==> src/rtl/gameover_banner_ctrl_if.sv <==
// Banner controller bus: frame/game inputs in, sprite position and gate out.
// master = game/timing side, slave = gameover_banner_ctrl.
interface gameover_banner_ctrl_if;
  logic       vsync;
  logic       game_over;
  logic       restart;
  logic [9:0] sprite_x;
  logic [9:0] sprite_y;
  logic       visible;
  logic       done;

  modport master (
    output vsync, game_over, restart,
    input  sprite_x, sprite_y, visible, done
  );

  modport slave (
    input  vsync, game_over, restart,
    output sprite_x, sprite_y, visible, done
  );
endinterface

==> src/rtl/gameover_banner_ctrl.sv <==
// GAME OVER banner slide/blink/hold controller, one update per frame.
// Define GAMEOVER_BLINK_EN to build the blink counter; otherwise BLINK is steady.
module gameover_banner_ctrl #(
  parameter int SPRITE_W     = 172,
  parameter int H_ACTIVE     = 640,
  parameter int START_Y      = 0,
  parameter int TARGET_Y     = 232,
  parameter int STEP         = 4,
`ifdef GAMEOVER_BLINK_EN
  parameter int BLINK_FRAMES = 8,
`endif
  parameter int HOLD_FRAMES  = 64
) (
  input logic clk,
  input logic reset,
  gameover_banner_ctrl_if.slave bus
);

  localparam logic [9:0] X_POS = 10'((H_ACTIVE - SPRITE_W) / 2);
  localparam int FW = $clog2(HOLD_FRAMES + 1);

  localparam logic [1:0] IDLE  = 2'd0;
  localparam logic [1:0] SLIDE = 2'd1;
  localparam logic [1:0] BLINK = 2'd2;
  localparam logic [1:0] READY = 2'd3;

  logic          vs_s1;
  logic          vs_s2;
  logic          vs_s3;
  logic          frame_tick;
  logic          go_r;
  logic          go_q;
  logic          start;
  logic [1:0]    state;
  logic [9:0]    y_q;
  logic          vis_q;
  logic          done_q;
  logic [FW-1:0] frame_cnt;
  logic [10:0]   y_sum;
  logic          frame_last;

`ifdef GAMEOVER_BLINK_EN
  localparam int BW = $clog2(BLINK_FRAMES + 1);
  logic [BW-1:0] blink_cnt;
`endif

  always_ff @(posedge clk or negedge reset) begin
    if (!reset) begin
      vs_s1      <= 1'b0;
      vs_s2      <= 1'b0;
      vs_s3      <= 1'b0;
      frame_tick <= 1'b0;
      go_r       <= 1'b0;
      go_q       <= 1'b0;
    end else begin
      vs_s1      <= bus.vsync;
      vs_s2      <= vs_s1;
      vs_s3      <= vs_s2;
      frame_tick <= vs_s3 & ~vs_s2;
      go_r       <= bus.game_over;
      go_q       <= go_r;
    end
  end

  assign start      = go_r & ~go_q;
  // 11-bit sum so a step past 1023 cannot wrap below the target
  assign y_sum      = {1'b0, y_q} + 11'(STEP);
  assign frame_last = (frame_cnt == FW'(HOLD_FRAMES - 1));

  always_ff @(posedge clk or negedge reset) begin
    if (!reset) begin
      state     <= IDLE;
      y_q       <= 10'(START_Y);
      vis_q     <= 1'b0;
      done_q    <= 1'b0;
      frame_cnt <= '0;
`ifdef GAMEOVER_BLINK_EN
      blink_cnt <= '0;
`endif
    end else if (bus.restart) begin
      state     <= IDLE;
      y_q       <= 10'(START_Y);
      vis_q     <= 1'b0;
      done_q    <= 1'b0;
      frame_cnt <= '0;
`ifdef GAMEOVER_BLINK_EN
      blink_cnt <= '0;
`endif
    end else begin
      unique case (state)
        IDLE: begin
          if (start) begin
            state <= SLIDE;
            vis_q <= 1'b1;
          end
        end
        SLIDE: begin
          if (frame_tick) begin
            if (y_sum >= 11'(TARGET_Y)) begin
              y_q       <= 10'(TARGET_Y);
              state     <= BLINK;
              frame_cnt <= '0;
`ifdef GAMEOVER_BLINK_EN
              blink_cnt <= '0;
`endif
            end else begin
              y_q <= y_sum[9:0];
            end
          end
        end
        BLINK: begin
          if (frame_tick) begin
            frame_cnt <= frame_cnt + FW'(1);
`ifdef GAMEOVER_BLINK_EN
            if (blink_cnt == BW'(BLINK_FRAMES - 1)) begin
              vis_q     <= ~vis_q;
              blink_cnt <= '0;
            end else begin
              blink_cnt <= blink_cnt + BW'(1);
            end
`endif
            if (frame_last) begin
              state  <= READY;
              vis_q  <= 1'b1;
              done_q <= 1'b1;
            end
          end
        end
        READY: begin
          vis_q  <= 1'b1;
          done_q <= 1'b1;
        end
        default: state <= IDLE;
      endcase
    end
  end

  assign bus.sprite_x = X_POS;
  assign bus.sprite_y = y_q;
  assign bus.visible  = vis_q;
  assign bus.done     = done_q;

endmodule

==> src/flat_wrapper.sv <==
// flat-port wrapper written by rule: the top's interface ports become plain ports
module gameover_banner_ctrl_flat 
#(
  parameter int SPRITE_W     = 172,
  parameter int H_ACTIVE     = 640,
  parameter int START_Y      = 0,
  parameter int TARGET_Y     = 232,
  parameter int STEP         = 4,

  parameter int HOLD_FRAMES  = 64
)
  (clk, reset, bus_vsync, bus_game_over, bus_restart, bus_sprite_x, bus_sprite_y, bus_visible, bus_done);
  gameover_banner_ctrl_if bus_i ();
  input logic clk;
  input logic reset;
  input wire logic [$bits(bus_i.vsync)-1:0] bus_vsync;
  input wire logic [$bits(bus_i.game_over)-1:0] bus_game_over;
  input wire logic [$bits(bus_i.restart)-1:0] bus_restart;
  output wire logic [$bits(bus_i.sprite_x)-1:0] bus_sprite_x;
  output wire logic [$bits(bus_i.sprite_y)-1:0] bus_sprite_y;
  output wire logic [$bits(bus_i.visible)-1:0] bus_visible;
  output wire logic [$bits(bus_i.done)-1:0] bus_done;
  assign bus_i.vsync = bus_vsync;
  assign bus_i.game_over = bus_game_over;
  assign bus_i.restart = bus_restart;
  assign bus_sprite_x = bus_i.sprite_x;
  assign bus_sprite_y = bus_i.sprite_y;
  assign bus_visible = bus_i.visible;
  assign bus_done = bus_i.done;
  gameover_banner_ctrl #(.SPRITE_W(SPRITE_W), .H_ACTIVE(H_ACTIVE), .START_Y(START_Y), .TARGET_Y(TARGET_Y), .STEP(STEP), .HOLD_FRAMES(HOLD_FRAMES)) u_core (.clk(clk), .reset(reset), .bus(bus_i));
endmodule
==> config.mk <==
export PLATFORM = sky130hd
export DESIGN_NAME = gameover_banner_ctrl_flat
export DESIGN_NICKNAME = d
export VERILOG_FILES = /design/src/rtl/gameover_banner_ctrl_if.sv /design/src/rtl/gameover_banner_ctrl.sv /design/src/flat_wrapper.sv
export SDC_FILE = /design/constraint.sdc
export NUM_CORES = 1
export LEC_CHECK = 0
export CORE_ASPECT_RATIO = 0.7
export CORE_UTILIZATION = 47
export CTS_CLUSTER_SIZE = 24
export DETAILED_ROUTE_END_ITERATION = 12
export GPL_TIMING_DRIVEN = 0
export PLACE_DENSITY = 0.83
export SETUP_SLACK_MARGIN = 0.2
export SLEW_MARGIN = 15
export SYNTH_ARGS = -nofsm -noshare
export SYNTH_HDL_FRONTEND = slang
export SYNTH_SLANG_ARGS = --single-unit
==> constraint.sdc <==
create_clock -name clk -period 2.1 [get_ports clk]
set_input_delay 0.63 -clock clk [delete_from_list [all_inputs] [get_ports clk]]
set_output_delay 0.63 -clock clk [all_outputs]
set_load 0.005 [all_outputs]
==> out/summary.txt <==
Post-synth EDFFs = 0
total die area = 3590 µm²
internal power = 0.946 mW
post-layout util = 69.2%
FFs w/ async S/R, synth = 100%
#FFs+latches synth = 25
Worst Setup End Kind = register
synth top area cells = dfrtp_1, buf_4, ha_1, nand2_1, nor2b_1
# setup viols final = 0
Total Power = 1.46 mW
Synthesis Warnings = 0
Startpoint Class = register
highest routed layer = met4
num rows = 17
Reg power frac = 38.9%
fin crit share = 99.4%
reg-to-reg slack, setup = 0.01 ns
htree depth = 1
NetSw = 0.519 mW
Mapped Cells = 173
WL final = 4240 µm
CTS Sinks = 25
# IOs = 27
worst-path cell chain = inv_2 > ha_4 > nor2b_4 > o2111ai_2 > nand4_1 > buf_6 > buf_6 > and3_4 > a311o_1
leakage power of the design = 0.994 nW
core region area = 3170 µm²
CP Launch Point = u_core.bus.sprite_y[3]
clock power share = 19.6%
Residual DRC = 3
Initial Util = 49.7%
Metal-1 WL = 1810 µm
share of layout cells above drive strength 1 = 33.9%
area added between synthesis and finish = 39.2%
Fillers = 235
Diodes inserted = 0
clk slew on worst S/H paths = 0.09 ns
post-route ant nets = 0
DPL Wire Length = 2390 µm
largest net degree at the start of global routing = 26
port buffer count = 14
Max Buffers Root-to-Sink = 2
worst-margin pin slew = 0.542 ns
Routed met3 length = 412 µm
outcome = finished with violations
combinational share of power = 41.5%
DRC violation total after the first TritonRoute iteration = 224
CTS Buf Count = 3
die height = 50.5 µm
die width = 71.2 µm
first-pass GRT wire length = 6050 µm
peak supply drop = 0.520 mV
HP Class = input pin to async pin
Worst Clk Skew = 0.0102 ns
Power Density = 668 nW/µm²
R2R depth = 9
drt pass-1 iters = 10
CTS tree = done
RSZ-0062 raised after global routing = yes
area of the multi-input gates = 928 µm²
vias in the first global route = 1273
RR Startpoint = u_core.bus.sprite_y[3]
sw frac = 35.5%
Seq/Total Area, Yosys = 39.7%
total negative slack = 0 ns
met2 routed WL = 1910 µm
Critical-path top delay cell = dfrtp_2
Synth top area share = 39.7%
GRT overflow = 0
Fin. Hold Viols = 0
via count = 1562
min Tclk post-route = 2.09 ns
CP Data Arrival Time = 2.25 ns
critical register-to-register path endpoint = u_core.frame_cnt[2]
critical path's largest stage delay = 0.46 ns
cell mode on critical path = buf_6
max-slew violation count = 0
vias per inst = 5.96
initial antenna violation count = 0
Skew-Pair Late Insertion Delay = 0.28 ns
max cap viols = 0
slew margin rel. = 63.9%
post-synthesis instance area = 1580 µm²
Root Buffer = clkbuf_8
wire per inst = 16.2 µm
RD Place Congestion = 0.859
# nets final = 237
Req. time, crit path = 2.26 ns
flip-flop and latch area = 631 µm²
Syn Area/Cell = 9.11 µm²
failing checks = design-rule violations
Total GRT Usage = 21.9%
path type of the worst setup path = register to register
CP endpoint = u_core.frame_cnt[2]
Peak Freq = 0.479 GHz
crit path max fanout = 6
Post-synth top flop = dfrtp_1
Synth cell types = 46
cell taking the most area after synthesis = dfrtp_1
-- timing repair --
action,in CTS,in global routing
hold buffers,0,0
endpoints found under the setup margin,19,17
cloned,0,3
buffers inserted,13,7
pin swaps,4,11
resized for setup,12,20
-- flip-flops by register name, summed over array words and instances (netlist names) --
| signal | cells |
|---|---|
| u_core.frame_cnt | 7 |
| u_core.frame_tick | 1 |
| u_core.go_q | 1 |
| u_core.vs_s1 | 1 |
| u_core.vs_s3 | 1 |
| u_core.go_r | 1 |
| u_core.state | 2 |
| u_core.bus.sprite_y | 8 |
| u_core.vs_s2 | 1 |
| u_core.bus.done | 1 |
| u_core.bus.visible | 1 |
-- worst min path at each step --
stage,start,endpoint,slack [ns],cells past startpoint
3_5_place_dp,u_core.vs_s1,u_core.vs_s2,0.34,0
5_1_grt,reset,u_core.bus.sprite_y[8],0.38,1
2_1_floorplan,reset,u_core.bus.done,0.33,0
3_3_place_gp,u_core.vs_s1,u_core.vs_s2,0.34,0
4_1_cts,u_core.vs_s1,u_core.vs_s2,0.37,0
6_report,reset,u_core.bus.sprite_y[8],0.32,1
-- synthesized netlist by cell type (2+ instances only) --
cell / n
o21ai_0: 4
nor2_1: 12
dfrtp_1: 25
clkbuf_1: 4
o21a_1: 3
o2111ai_1: 2
ha_1: 7
a311o_1: 3
inv_1: 7
or2_2: 2
nand3_1: 9
and3_1: 3
nand2_1: 17
conb_1: 2
a31oi_1: 6
a21oi_1: 7
nand4_1: 6
nand2b_1: 2
nor2b_1: 8
mux2i_1: 2
buf_4: 12
buf_2: 4
o32ai_1: 3
-- worst max-delay path, delay by kind of cell (launching register included) --
family                   cells  cell delay [ns]
AND/OR/NAND/NOR              3             0.47
buffers and inverters        3             0.39
flip-flops                   1             0.46
AO/OA/AOI/OAI                2             0.45
adder cells (fa/ha/maj)      1             0.20
-- layout make-up --
cell class | instances | share of cell area (%)
sequential | 25 | 28.7
buffer | 21 | 7.41
inverter | 7 | 1.20
timing repair buffer | 37 | 16.1
multi-input combinational | 130 | 42.3
clock buffer | 3 | 1.88
tap | 38 | 2.17
clock inverter | 1 | 0.228
-- logic make-up (layout without fill, tap and decap cells) --
group / count (synthesis) / in the layout / synth area share (%)
other: 2 / 12 / 0.476
muxes: 3 / 3 / 1.98
adders and majority gates: 7 / 7 / 5.56
AOI/OAI and AO/OA: 43 / 43 / 20.8
buffers and inverters: 28 / 69 / 10.3
DFF: 25 / 25 / 39.7
and+or+nand+nor: 65 / 65 / 21.2
-- metrics by stage --
stage	cells	setup WS [ns]	hold slack, ns	cell area [µm²]
final	262	0.0134	0.322	2190
after global routing	262	-0.0496	0.380	2190
after CTS	252	0.141	0.366	2020
after detailed placement	235	-0.138	0.336	1840
after global placement	235	-0.149	0.336	1840
after floorplan	183	0.169	0.331	1660
-- cell usage in the layout (no fill, tap or decap), drive strengths merged, types with 6 or more instances in the layout --
cell type,n
buf,40
dfrtp,25
nand2,17
conb,12
clkdlybuf4s50,12
nor2,12
nand3,9
nor2b,8
clkbuf,8
inv,7
a31oi,7
a21oi,7
ha,7
nand4,6
-- power by group through the flow --
stage / clock (mW) / sequential, mW / combinational, mW
6_report: 0.288 / 0.570 / 0.608
5_1_grt: 0.317 / 0.576 / 0.669
4_1_cts: 0.293 / 0.570 / 0.536
3_5_place_dp: 0 / 0.583 / 0.494
3_3_place_gp: 0 / 0.580 / 0.481
2_1_floorplan: 0 / 0.576 / 0.353
-- routing by layer --
metal	track usage [%]	vias up
met2	32.4	113
met3	5.62	21
met5	0	-
li1	-	717
met4	5.67	0
met1	32.0	711
Power figures use the tool's default switching activity.
